===== src/rtl/channel_display.sv =====
// ============================================================================
// Module   : channel_display
// Brief    : 8-digit multiplexed 7-segment driver showing "CH-<n>", with a
//            register-bus control/status port and a channel-change indicator.
// Revision : 1.0 - initial release
// ============================================================================
`default_nettype none

module channel_display #(
    parameter int         REFRESH_DIV = 100000,
    parameter int         HOLD_CYCLES = 50000000,
    parameter logic [3:0] ADDR_CTRL   = 4'hC,
    parameter logic [3:0] ADDR_STAT   = 4'hD
) (
    input  logic       clk,
    input  logic       rst,
    input  logic [1:0] channel,
    input  logic [3:0] address,
    input  logic [3:0] data,
    input  logic       valid,
    output logic       ack,
    output logic [3:0] data_out,
    output logic       data_out_valid,
    output logic [7:0] pos,
    output logic [7:0] segments
);

    localparam int c_REF_W  = (REFRESH_DIV > 2) ? $clog2(REFRESH_DIV) : 1;
    localparam int c_HOLD_W = $clog2(HOLD_CYCLES + 1);

    localparam logic [c_REF_W-1:0]  c_REF_LAST  = c_REF_W'(REFRESH_DIV - 1);
    localparam logic [c_HOLD_W-1:0] c_HOLD_LOAD = c_HOLD_W'(HOLD_CYCLES - 1);

    localparam logic [7:0] c_SEG_BLANK = 8'hFF;
    localparam logic [7:0] c_SEG_C     = 8'hC6;
    localparam logic [7:0] c_SEG_H     = 8'h89;
    localparam logic [7:0] c_SEG_DASH  = 8'hBF;

    logic [c_REF_W-1:0]  r_refresh;
    logic [2:0]          r_index;
    logic [c_HOLD_W-1:0] r_hold;
    logic                r_pending;
    logic                r_enable;
    logic                r_valid_q;
    logic                r_armed;
    logic [1:0]          r_chan_q;
    logic [1:0]          r_chan_prev;

    logic                w_change;
    logic                w_req;
    logic                w_ctrl_req;
    logic                w_stat_req;
    logic [7:0]          w_pos;
    logic [7:0]          w_glyph;

    // r_armed blocks a valid level that was already high across reset from
    // being taken as a fresh request once reset releases.
    assign w_change   = (r_chan_q != r_chan_prev);
    assign w_req      = valid & ~r_valid_q & r_armed;
    assign w_ctrl_req = w_req & (address == ADDR_CTRL);
    assign w_stat_req = w_req & (address == ADDR_STAT);

    assign w_pos = ~(8'd1 << r_index);

    always_comb begin
        w_glyph = c_SEG_BLANK;
        case (r_index)
            3'd0: begin
                case (r_chan_q)
                    2'd0:    w_glyph = 8'hC0;
                    2'd1:    w_glyph = 8'hF9;
                    2'd2:    w_glyph = 8'hA4;
                    default: w_glyph = 8'hB0;
                endcase
                if (r_pending) begin
                    w_glyph[7] = 1'b0;
                end
            end
            3'd1:    w_glyph = c_SEG_DASH;
            3'd2:    w_glyph = c_SEG_H;
            3'd3:    w_glyph = c_SEG_C;
            default: w_glyph = c_SEG_BLANK;
        endcase
    end

    always_ff @(posedge clk) begin
        if (rst) begin
            r_refresh      <= '0;
            r_index        <= 3'd0;
            r_hold         <= '0;
            r_pending      <= 1'b0;
            r_enable       <= 1'b1;
            r_valid_q      <= 1'b0;
            r_armed        <= ~valid;
            r_chan_q       <= channel;
            r_chan_prev    <= channel;
            ack            <= 1'b0;
            data_out       <= 4'h0;
            data_out_valid <= 1'b0;
            pos            <= 8'hFF;
            segments       <= 8'hFF;
        end else begin
            if (r_refresh == c_REF_LAST) begin
                r_refresh <= '0;
                r_index   <= r_index + 3'd1;
            end else begin
                r_refresh <= r_refresh + 1'b1;
            end

            // A new change restarts the window rather than adding to it.
            if (w_change) begin
                r_hold    <= c_HOLD_LOAD;
                r_pending <= 1'b1;
            end else if (r_pending) begin
                if (r_hold == '0) begin
                    r_pending <= 1'b0;
                end else begin
                    r_hold <= r_hold - 1'b1;
                end
            end

            r_valid_q   <= valid;
            r_armed     <= r_armed | ~valid;
            r_chan_prev <= r_chan_q;
            r_chan_q    <= channel;

            if (w_ctrl_req) begin
                r_enable <= data[0];
            end

            ack            <= w_ctrl_req | w_stat_req;
            data_out_valid <= w_stat_req;
            data_out       <= w_stat_req ? {r_enable, r_pending, r_chan_q} : 4'h0;

            // Anode and glyph come from the same index so they always agree.
            pos      <= r_enable ? w_pos   : 8'hFF;
            segments <= r_enable ? w_glyph : 8'hFF;
        end
    end

endmodule

`default_nettype wire


===== config.mk =====
export PLATFORM = sky130hd
export DESIGN_NAME = channel_display
export DESIGN_NICKNAME = d
export VERILOG_FILES = /design/src/rtl/channel_display.sv
export SDC_FILE = /design/constraint.sdc
export NUM_CORES = 1
export LEC_CHECK = 0
export ABC_CLOCK_PERIOD_IN_PS = 4150
export CAP_MARGIN = 10
export CORE_ASPECT_RATIO = 0.7
export CORE_MARGIN = 3
export CORE_UTILIZATION = 50
export CTS_CLUSTER_SIZE = 10
export DETAILED_ROUTE_END_ITERATION = 7
export GPL_TIMING_DRIVEN = 0
export HOLD_SLACK_MARGIN = 0.06
export PLACE_DENSITY_LB_ADDON = 0.25
export SLEW_MARGIN = 5
export SYNTH_ARGS = -nofsm -noshare
export SYNTH_HDL_FRONTEND = slang
export SYNTH_SLANG_ARGS = --single-unit

===== constraint.sdc =====
create_clock -name clk -period 4.15 [get_ports clk]
set_input_delay 0.415 -clock clk [delete_from_list [all_inputs] [get_ports clk]]
set_output_delay 0.415 -clock clk [all_outputs]
set_load 0.01 [all_outputs]

; ---- After elaboration in Yosys (flattened, before gate mapping)
; Cells that the tools add are included.
[totals]
regBits = 76
inputBits = 13
[classes]
muxes = 11
n_reduce_logical = 10
n_eq_ne = 10
shift = 1
add_sub_neg = 3
bitwise_logic = 12
[ops]
columns = operator, count
row1 = $mux W26, 3
row2 = $pmux W8 S4, 1
row3 = $logic_not A26 Y1, 1
row4 = $sub A26 B1 Y26 const B, 1
row5 = $pmux W7 S3, 1
row6 = $add A17 B1 Y17 const B, 1
row7 = $eq A17 B17 Y1 const B, 1
row8 = $eq A4 B4 Y1 const B, 2
row9 = $not A8 Y8, 1
row10 = $reduce_or A2 Y1, 4
row11 = $shl A1 B3 Y8 const A, 1
row12 = $eq A3 B2 Y1 const B, 2
row13 = $mux W1, 5
row14 = $not A1 Y1, 5
row15 = $and A1 B1 Y1, 4
row16 = $reduce_and A2 Y1, 2
row17 = $add A3 B1 Y3 const B, 1
row18 = $eq A3 B1 Y1 const B, 1
row19 = $logic_not A3 Y1, 1
row20 = $eq A2 B1 Y1 const B, 1
row21 = $eq A2 B2 Y1 const B, 1
row22 = $logic_not A2 Y1, 1
row23 = $mux W2, 1
row24 = $ne A2 B2 Y1, 1
row25 = other kinds (3), 4

; ---- Logic depth before layout (Yosys ltp)
; Gate-level depths: netlist (run 1).
[logic_depth]
ltp_word = 6
depth_mapped = 9
mapped_depth_nobuf = 7

; ---- Worst setup path after synthesis (run 1)
; OpenSTA, ideal clock, no wires.
[synth_timing]
path_kind = reg-to-reg
from = reg r_hold[3]
to = reg r_hold[1]
arrival_time_ns = 2.412
setup_slack_ns = 1.668
stages_incl_launch_ff = 8
n_path_buf = 2
required_time_ns = 4.080
cell_sequence = dfxtp_1 or4_1 buf_2 or4_1 buf_2 o21ai_0 mux2_2 a21oi_1
[synth_between]
elab_chain_cells = 3
[synth_rtl]
columns = item, line
row1 = from (decl), 41  ; logic [c_HOLD_W-1:0] r_hold;
row2 = from (signal assigned), 112  ; r_hold <= c_HOLD_LOAD;
row3 = from (signal assigned), 118  ; r_hold <= r_hold - 1'b1;
row4 = $logic_not A26 Y1, 115  ; if (r_hold == '0) begin
row5 = $ne A2 B2 Y1 (no line), -
row6 = $reduce_and A2 Y1 (no line), -
; No other way between the ends.
; A chain may end at the register's enable or synchronous reset.

; ---- Worst setup path in the final report (run 1)
[layout_timing]
from = reg r_hold[3]
to = reg r_hold[6]
[layout_between]
elab_chain_cells = 4
[layout_rtl]
columns = item, line
row1 = $sub A26 B1 Y26, 118
row2 = $mux W26, 115
row3 = $mux W26, 114  ; end else if (r_pending) begin
row4 = $mux W26, 111  ; if (w_change) begin
; Parallel ways exist; a longest one is shown, timed or not. The select of a mux whose other input is x is not followed.

==> reports/results.ini, run 1 <==
[detailed_routing]
viasPerCell = 5.49
drcViolationCount = 0
wl_per_cell_um = 14.6
wl_um = 6710
dr.pass1.iters = 4
via_count = 2518
drtAntennaViolNets = 0
drtIter0Drc = 140

[placed_design]
io_buffers = 31
dpl.hpwl_um = 4880
dpl.cell_count = 444
pre_cts_slack_ns = 1.46
routabilityCongestion = 0.861

[setup_path]
reg2reg_from = r_hold[3]
reg2reg_depth = 7
crit_start = r_hold[3]
end_kind = flip-flop
r2r_slack_ns = 1.42
r2r_end = r_hold[6]
crit_arrival_ns = 2.93
cp_max_fo = 10
criticalPathCategory = flip-flop to flip-flop
critPathRequiredTime_ns = 4.35
start_kind = flip-flop

[logic_synthesis]
yosysUniqueCellTypes = 43
syn-num-nets = 359
syn-instance-count = 338
seq_area_frac_synth = 0.475
synth_edf_count = 0
syn_avg_cell_area_um2 = 9.34
synth_ff_type = dfxtp_1
synth_top_area_cell = dfxtp_1
yosys.area.top_type_share = 0.475
synth-seq-cells = 75
yosys-top-cells-area = dfxtp_1 (48%), xor2_1 (5.5%), nor2_1 (4.8%), xnor2_1 (4.2%), ha_1 (3.2%)
synthesis.area_um2 = 3160
ys_warn_count = 0
synthArstFlopShare = 0

[timing]
fin_crit_ns = 2.73
max_freq_mhz = 366
slew_headroom = 0.508
tightest_slew_ns = 0.730
setup_viol = 0
timing.final.ws_setup_ns = 1.42
fin_crit_sh = 0.657
maxSlewViolCount = 0
skew_ns = 0.00824
finalHoldViolations = 0
rsz0062_at_grt = false
fin_tns_setup_ns = 0

[grt]
grt.total_usage = 0.200
grt_pass1_vias = 2315
grt_max_degree = 13
grt_first_pass_wirelength_um = 11500
antenna_found_initial = 0
overflow = 0

[flow_run]
maxCapViolCount = 0

[power]
power_frac_comb = 0.088
p_clk_frac = 0.382
power_density_nw_per_um2 = 391
peakVddDrop_uv = 192
seq_power_share = 0.529
power.switching_uw = 357
p_int_mw = 1.11
sw_frac_of_total = 0.243
p_leak_nw = 1.36

[floorplanning]
rows = 23
fp.dieH_um = 72.5
die_x_um = 101
start_util = 0.533
io_pins = 35
core_area_um2 = 5930
die_area_um2 = 7320

[min_path]
holdPathEnd = r_hold[10]
hold_path.class = flip-flop to flip-flop
whs_path_depth = 2
hp-start = r_hold[10]

[clock_network]
cts.root.buffer_cell = clkbuf_8
cts-resized-gates = 0
cts_tree = done
clk_pin_slew_worst_paths_ns = 0.07
cts_sinks = 75
clock_latency_ns = 0.34
cts_setup_buffers = 0
cts_hold_buf = 0
clock_path_buffers = 2
cts_htree_levels = 3
numCtsBuffers = 9

[layout]
final_cell_mix = dfxtp_1 (75), nor2_1 (40), clkdlybuf4s50_1 (31)
syn_to_final_growth_pct = 19.2
final_common_cell = dfxtp_1
n_fill_cell = 520
final_cells = 459
n_antenna_cell = 0
regArea_um2 = 1500
multi_input_area_um2 = 1550
nets = 401
layout-drive-gt1-share = 0.0729

[outcome]
outcome = finished clean

==> cells by family (layout without fill, tap and decap cells) <==
family | count (synthesis) | after routing | share of synthesized area
flops | 75 | 75 | 0.475
buf+inv | 25 | 71 | 0.0341
xor+xnor | 35 | 35 | 0.0971
mux | 5 | 5 | 0.0166
fa+ha+maj | 8 | 8 | 0.0317
compound gates | 50 | 50 | 0.0998
simple gates | 140 | 140 | 0.245
==> layer usage <==
metal  routed length (um)  track usage  up-vias
met4                   50       0.0546        0
met1                 3450        0.298     1153
met2                 2730        0.276       87
li1                     -            -     1273
met3                  481       0.0615        5
met5                    0            0        -
==> worst max-delay path by stage <==
stage	cells after the start	to	slack [ns]
after floorplan	7	r_hold[1]	1.67
final	7	r_hold[6]	1.42
after detailed placement	7	r_hold[6]	1.46
after global routing	7	r_hold[1]	1.30
after CTS	7	r_hold[1]	1.44
after global placement	7	r_hold[1]	1.51
==> registers in the layout, summed over array words and instances, names as in the netlist, 2 cells and up <==
name,flops
r_chan_prev,2
segments,7
pos,8
r_refresh,17
r_hold,26
r_chan_q,2
r_index,3
data_out,4
==> layout make-up <==
| cell class | count | share of cell area |
|---|---|---|
| inverters | 9 | 0.00898 |
| repair buffers | 31 | 0.0824 |
| plain buffers | 16 | 0.0196 |
| flip-flops and latches | 75 | 0.399 |
| clock inverters | 4 | 0.0133 |
| well taps | 75 | 0.0249 |
| multi-input cells | 238 | 0.412 |
| clock buffers | 11 | 0.0402 |
==> Yosys cell counts (2+ instances only) <==
library cell,instances
dfxtp_1,75
nor2_1,40
xor2_1,20
a21oi_1,17
xnor2_1,15
nand2_1,14
nor3_1,13
clkbuf_1,12
nand3_1,11
inv_1,9
ha_1,8
nand4_1,8
o21ai_0,8
nor4_1,7
or3_1,7
or4_1,7
and3_1,6
nand2b_1,6
nor2b_1,6
a31oi_1,5
o211ai_1,5
o2111ai_1,4
and2_1,3
mux2i_1,3
nor4b_2,3
or2_2,3
a21o_1,2
and4_1,2
buf_2,2
mux2_2,2
o21a_1,2
o31ai_1,2
==> through the flow <==
stage | power, mW | util | instance area (um^2) | hold WS [ns]
after CTS | 1.48 | 0.635 | 3760 | 0.492
after global routing | 1.53 | 0.635 | 3760 | 0.512
final | 1.47 | 0.635 | 3760 | 0.490
after global placement | 0.918 | 0.601 | 3560 | 0.465
after floorplan | 0.872 | - | 3160 | 0.439
after detailed placement | 0.923 | 0.601 | 3560 | 0.477
==> worst max-delay path, stage by stage (launching register included) <==
cell and delay [ns]:
dfxtp_1 0.35, or4_1 0.51, buf_2 0.20, or4_1 0.50, buf_2 0.17, o21ai_0 0.59, or3_1 0.19, a31oi_1 0.07
==> power by group through the flow <==
| stage | clock, mW | combinational (mW) | sequential (mW) |
|---|---|---|---|
| finish | 0.562 | 0.130 | 0.778 |
| global route | 0.605 | 0.147 | 0.782 |
| CTS | 0.575 | 0.130 | 0.777 |
| detailed placement | 0 | 0.129 | 0.793 |
| global placement | 0 | 0.126 | 0.792 |
| floorplan | 0 | 0.0831 | 0.789 |
Note: power is estimated with default switching activity, not from simulation.
==> run 2: changes to the inputs <==
--- a/config.mk
+++ b/config.mk
@@ -5,7 +5,7 @@
 export SDC_FILE = /design/constraint.sdc
 export NUM_CORES = 1
 export LEC_CHECK = 0
-export ABC_CLOCK_PERIOD_IN_PS = 4150
+export ABC_CLOCK_PERIOD_IN_PS = 2450
 export CAP_MARGIN = 10
 export CORE_ASPECT_RATIO = 0.7
 export CORE_MARGIN = 3
==> constraint.sdc (replaced) <==
create_clock -name clk -period 2.45 [get_ports clk]
set_input_delay 0.245 -clock clk [delete_from_list [all_inputs] [get_ports clk]]
set_output_delay 0.245 -clock clk [all_outputs]
set_load 0.01 [all_outputs]
==> run 2 against run 1 <==
Critical path depth is 1 lower. Sequential power increased by 70%. Sequential share of layout area decreased by 0.81 points. Routed wire length is 8.1% higher. Maximum frequency up 15%. Clock-buffer cell count grew 1. Cell area increased by 2.3%. Register-to-register slack got worse by 1.4 ns. Largest cell class unchanged. Largest power group unchanged. Highest routed layer unchanged.
==> reports/results.ini, run 2 (synthesis gave the netlist of run 1 again) <==
[grt]
antenna_found_initial = 0  ; unchanged
grt.total_usage = 0.207  ; +0.00750
grt_pass1_vias = 2412  ; +4.2%
overflow = 0  ; unchanged
grt_first_pass_wirelength_um = 11700  ; +2.2%
grt_max_degree = 12  ; -1

[floorplanning]
die_area_um2 = 7320  ; unchanged
start_util = 0.533  ; unchanged
io_pins = 35  ; unchanged
fp.dieH_um = 72.5  ; unchanged
core_area_um2 = 5930  ; unchanged
die_x_um = 101  ; unchanged
rows = 23  ; unchanged

[clock_network]
cts.root.buffer_cell = clkbuf_8
cts_tree = done
cts_hold_buf = 0  ; unchanged
cts_sinks = 75  ; unchanged
numCtsBuffers = 9  ; unchanged
cts_htree_levels = 3  ; unchanged
clock_path_buffers = 2  ; unchanged
clock_latency_ns = 0.35  ; about the same
clk_pin_slew_worst_paths_ns = 0.07  ; about the same

[timing]
tightest_slew_ns = 0.690  ; -0.0399 ns
fin_crit_ns = 2.38  ; -0.347 ns
max_freq_mhz = 420  ; +15%
maxSlewViolCount = 0  ; unchanged
finalHoldViolations = 0  ; unchanged
fin_crit_sh = 0.972  ; +0.315
hold_ws_ns = 0.408  ; -0.0815 ns
setup_viol = 0  ; unchanged
rsz0062_at_grt = true
skew_ns = 0.00487  ; -0.00337 ns
slew_headroom = 0.536  ; +0.0275

[detailed_routing]
drtAntennaViolNets = 0  ; unchanged
drcViolationCount = 0  ; unchanged
via_count = 2597  ; +3.1%
viasPerCell = 5.62  ; +2.5%
wl_um = 7250  ; +8.1%
dr.pass1.iters = 5  ; +1
drtIter0Drc = 204  ; +46%
wl_per_cell_um = 15.7  ; +7.4%

[setup_path]
crit_top_cell = or4_4
max_stage_delay_ns = 0.63  ; +0.04 ns
cp_max_fo = 7  ; -3
cp_cell_sequence = or4_4 > or4_4 > buf_12 > nor4b_4 > xnor2_1 > a21oi_1
crit_arrival_ns = 2.59  ; -0.34 ns
crit_slowest_cell = or4_4
r2r_slack_ns = 0.07  ; -1.35 ns
end_kind = flip-flop
critPathRequiredTime_ns = 2.66  ; -1.69 ns
reg2reg_from = r_hold[10]
r2r_end = r_hold[20]
criticalPathCategory = flip-flop to flip-flop
start_kind = flip-flop
reg2reg_depth = 6  ; -1

[outcome]
outcome = finished clean

[placed_design]
dpl.hpwl_um = 4870  ; -0.25%
io_buffers = 31  ; unchanged
dpl_cell_area_um2 = 3560  ; unchanged
routabilityCongestion = 0.900  ; +4.5%

[layout]
top_register = r_hold
syn_to_final_growth_pct = 21.9
final_common_cell = dfxtp_1
final_cell_mix = dfxtp_1 (72), nor2_1 (40), clkdlybuf4s50_1 (31)
nets = 405  ; +1.0%
n_antenna_cell = 0  ; unchanged
reg.largest.list = r_hold (26), r_refresh (17), pos (8)
largest_reg_flops = 26  ; unchanged
layout-drive-gt1-share = 0.106  ; +0.0330
post-route-cell-area_um2 = 3850  ; +2.3%

[power]
sw_frac_of_total = 0.254  ; +0.0108
power_density_nw_per_um2 = 623  ; +59%
power.switching_uw = 608  ; +70%
seq_power_share = 0.549  ; +0.020
peakVddDrop_uv = 395  ; +110%
p_leak_nw = 1.42  ; +3.8%
power_frac_comb = 0.102  ; +0.014
p_clk_frac = 0.349  ; -0.033
totalPowerFinal_mw = 2.40  ; +63%
p_int_mw = 1.79  ; +61%

[min_path]
whs_path_depth = 1  ; -1
holdPathEnd = r_chan_q[0]
hp-start = channel[0]
hold_path.class = input pin to flip-flop

[flow_run]
maxCapViolCount = 0  ; unchanged

## run 2: cell types whose count changed in the layout (fill, tap and decap cells not counted), moves of 3 or more
cell | before | now
nor4b_4 | 1 | 4
dfxtp_2 | 0 | 3
or4_1 | 7 | 4
nor4b_2 | 3 | 0
or4_4 | 0 | 3
dfxtp_1 | 75 | 72
buf_4 | 1 | 7
## run 2: worst max path at each step
stage	from	to	slack, ns
global route	r_hold[10]	r_hold[20]	0.002
global placement	r_hold[3]	r_hold[6]	-0.17
detailed placement	r_hold[3]	r_hold[6]	-0.21
finish	r_hold[10]	r_hold[20]	0.07
CTS	r_hold[7]	r_hold[23]	-0.01
floorplan	r_hold[3]	r_hold[1]	0.07
## run 2: critical path: cells and delay by family (launching register included)
family	cells	cell delay, ns
compound gates	1	0.08
buf+inv	1	0.18
simple gates	3	1.50
xor+xnor	1	0.15
flops	1	0.32
## run 2: power by group through the flow
stage | combinational [mW] | sequential, mW | clock (mW)
after floorplan | 0.141 | 1.34 | 0
after global placement | 0.214 | 1.34 | 0
after detailed placement | 0.220 | 1.34 | 0
after CTS | 0.233 | 1.32 | 0.861
after global routing | 0.269 | 1.32 | 0.917
final | 0.244 | 1.32 | 0.837
## run 2: timing repair
item	in CTS	in global routing
cloned	0	1
pin swaps	3	6
resized for setup	9	12
buffers inserted	3	3
endpoints found under the setup margin	16	29
## run 2: final cells by class
cell class / instances / area, um^2
well taps: 75 / 93.8
fillers: 477 / 2080
plain buffers: 13 / 70.1
repair buffers: 38 / 380
flip-flops and latches: 75 / 1510
clock buffers: 12 / 155
inverters: 9 / 33.8
multi-input cells: 238 / 1600
clock inverters: 2 / 12.5
## run 2: through the flow
step	util	worst slack, ns	std cells	setup TNS, ns
after floorplan	-	0.0652	338	0
after CTS	0.638	-0.0118	461	-0.0118
after global routing	0.650	0.00194	462	0
after detailed placement	0.601	-0.215	444	-1.04
after global placement	0.601	-0.167	444	-0.667
final	0.650	0.0684	462	0
## run 2: layer usage
metal | routed length, um | vias to the layer above | track usage
li1 | - | 1279 | -
met1 | 3490 | 1216 | 0.276
met2 | 3190 | 97 | 0.314
met3 | 501 | 5 | 0.0778
met4 | 68 | 0 | 0.0634
met5 | 0 | - | 0
==> run 3: changes to the inputs <==
--- a/config.mk
+++ b/config.mk
@@ -5,16 +5,17 @@
 export SDC_FILE = /design/constraint.sdc
 export NUM_CORES = 1
 export LEC_CHECK = 0
-export ABC_CLOCK_PERIOD_IN_PS = 2450
+export ABC_CLOCK_PERIOD_IN_PS = 2700
 export CAP_MARGIN = 10
 export CORE_ASPECT_RATIO = 0.7
-export CORE_MARGIN = 3
+export CORE_MARGIN = 2
 export CORE_UTILIZATION = 50
 export CTS_CLUSTER_SIZE = 10
 export DETAILED_ROUTE_END_ITERATION = 7
 export GPL_TIMING_DRIVEN = 0
 export HOLD_SLACK_MARGIN = 0.06
 export PLACE_DENSITY_LB_ADDON = 0.25
+export SKIP_LAST_GASP = 1
 export SLEW_MARGIN = 5
 export SYNTH_ARGS = -nofsm -noshare
 export SYNTH_HDL_FRONTEND = slang
==> constraint.sdc (replaced) <==
create_clock -name clk -period 2.7 [get_ports clk]
set_input_delay 0.27 -clock clk [delete_from_list [all_inputs] [get_ports clk]]
set_output_delay 0.27 -clock clk [all_outputs]
set_load 0.01 [all_outputs]
==> run 3 against run 2 <==
Via count is 3.7% lower. Sequential share of layout area is 0.59 points higher. Critical path depth rose by 2. Worst setup slack improved by 0.090 ns. Register-to-register slack better by 0.09 ns. Total power fell by 3.1%. Worst hold slack worse by 0.013 ns. Final cell count is the same. Clock skew fell by 0.0014 ns. Combinational power is 18% lower. Sequential power shrank 9.8%.
==> reports/results.ini, run 3 (synthesis gave the netlist of run 1 again) <==
[clock_network]
cts_hold_buf = 0  ; unchanged
cts_htree_levels = 3  ; unchanged
cts.root.buffer_cell = clkbuf_8
cts_sinks = 75  ; unchanged
clk_pin_slew_worst_paths_ns = 0.07  ; about the same
cts_tree = done
clock_path_buffers = 2  ; unchanged
clock_latency_ns = 0.35  ; about the same
numCtsBuffers = 9  ; unchanged

[layout]
top_register = r_hold
n_antenna_cell = 0  ; unchanged
regArea_um2 = 1500  ; -0.25%
largest_reg_flops = 26  ; unchanged
post-route-util = 0.615  ; -0.0348
syn_to_final_growth_pct = 19.8
layout-drive-gt1-share = 0.0755  ; -0.0304
nets = 401  ; -0.99%
final_cell_mix = dfxtp_1 (75), nor2_1 (40), clkdlybuf4s50_1 (31)
reg.largest.list = r_hold (26), r_refresh (17), pos (8)
final_common_cell = dfxtp_1
n_fill_cell = 514  ; +7.8%
final_cells = 462  ; unchanged
multi_input_area_um2 = 1550  ; -3.0%

[setup_path]
critPathRequiredTime_ns = 2.91  ; +0.25 ns
cp_max_fo = 10  ; +3
criticalPathCategory = flip-flop to flip-flop
crit_arrival_ns = 2.76  ; +0.17 ns
r2r_end = r_hold[20]
crit_start = r_hold[3]
end_kind = flip-flop
reg2reg_depth = 8  ; +2
reg2reg_from = r_hold[3]
crit_end = r_hold[20]
r2r_slack_ns = 0.16  ; +0.09 ns
start_kind = flip-flop

[timing]
fin_crit_ns = 2.54  ; +0.160 ns
fin_crit_sh = 0.941  ; -0.0306
skew_ns = 0.00349  ; -0.00138 ns
maxSlewViolCount = 0  ; unchanged
finalHoldViolations = 0  ; unchanged
rsz0062_at_grt = true
tightest_slew_ns = 0.779  ; +0.0886 ns
fin_tns_setup_ns = 0  ; unchanged
slew_headroom = 0.479  ; -0.0568
setup_viol = 0  ; unchanged
hold_ws_ns = 0.396  ; -0.0127 ns
max_freq_mhz = 393  ; -6.3%

[power]
totalPowerFinal_mw = 2.32  ; -3.1%
power_density_nw_per_um2 = 614  ; -1.4%
p_leak_nw = 1.38  ; -2.9%
peakVddDrop_uv = 388  ; -1.8%

[floorplanning]
io_pins = 35  ; unchanged
start_util = 0.513  ; -0.0197
rows = 24  ; +4.3%
die_x_um = 99.0  ; -2.0%
core_area_um2 = 6160  ; +3.8%
die_area_um2 = 6980  ; -4.7%
fp.dieH_um = 70.5  ; -2.8%

[grt]
antenna_found_initial = 0  ; unchanged
grt_max_degree = 13  ; +1
overflow = 0  ; unchanged
grt.total_usage = 0.200  ; -0.00751
grt_pass1_vias = 2312  ; -4.1%
grt_first_pass_wirelength_um = 10900  ; -7.1%

[min_path]
hold_path.class = input pin to flip-flop
hp-start = channel[0]

[detailed_routing]
wl_um = 6550  ; -9.7%
drcViolationCount = 0  ; unchanged
drtAntennaViolNets = 0  ; unchanged
via_count = 2500  ; -3.7%
drtIter0Drc = 67  ; -67%
wl_per_cell_um = 14.2  ; -9.7%
viasPerCell = 5.41  ; -3.7%
dr.pass1.iters = 4  ; -1

[flow_run]
maxCapViolCount = 0  ; unchanged

[placed_design]
dpl.hpwl_um = 4670  ; -4.1%
io_buffers = 31  ; unchanged
routabilityCongestion = 0.855  ; -5.0%
dpl.cell_count = 447  ; +0.68%

[outcome]
outcome = finished clean

[run 3: cell count changes in the layout (fill, tap and decap cells not counted), moves of 2 or more]
cell,delta
dfxtp_1,+3
or4_1,+3
buf_2,+2
or4_4,-3
nor4b_2,+3
dfxtp_2,-3
nor4b_4,-3
buf_4,-6
bufinv_16,+2
[run 3: critical path: stages (launching register included)]
cell and delay (ns):
dfxtp_1 0.35, or4_1 0.51, buf_2 0.19, or4_1 0.50, buf_2 0.18, buf_6 0.16
nor4b_2 0.27, xnor2_1 0.16, a21oi_1 0.09
[run 3: worst min-delay path by stage]
stage,endpoint,slack [ns],depth (start not counted)
CTS,r_chan_q[0],0.38,1
finish,r_chan_q[0],0.40,1
detailed placement,r_armed,0.48,2
global placement,r_armed,0.47,2
floorplan,r_chan_q[0],0.30,0
global route,r_chan_q[0],0.38,1
[run 3: final cells by class]
| cell class | count | share of cell area |
|---|---|---|
| buffer | 16 | 0.0195 |
| clock buffer | 10 | 0.0364 |
| clock inverter | 5 | 0.0205 |
| inverter | 9 | 0.00893 |
| multi-input combinational | 238 | 0.410 |
| sequential | 75 | 0.397 |
| tap | 78 | 0.0258 |
| timing repair buffer | 31 | 0.0820 |
[run 3: report_power, final]
group          leakage (nW)  total, mW  internal (mW)  switching, mW
registers             0.617       1.19           1.15         0.0419
clock network         0.108      0.929          0.537          0.393
logic                 0.651      0.200         0.0895          0.111
total                  1.38       2.32           1.78          0.546
[run 3: what timing repair did]
item / 4_1_cts / 5_1_grt
endpoints found under the setup margin: 0 / 5
resized for setup: 0 / 3
buffers inserted: 0 / 0
[run 3: metal layers]
metal | part of all wire | up-vias | GRT usage
met2 | 0.42 | 49 | 0.294
met1 | 0.50 | 1163 | 0.276
li1 | - | 1280 | -
met3 | 0.062 | 8 | 0.0541
met5 | 0 | - | 0
met4 | 0.010 | 0 | 0.0852
[run 3: stage by stage]
step	cell area, um^2	setup slack, ns
finish	3780	0.158
global route	3780	-0.00630
CTS	3780	0.0197
detailed placement	3570	0.0288
global placement	3570	0.0494
floorplan	3160	0.218
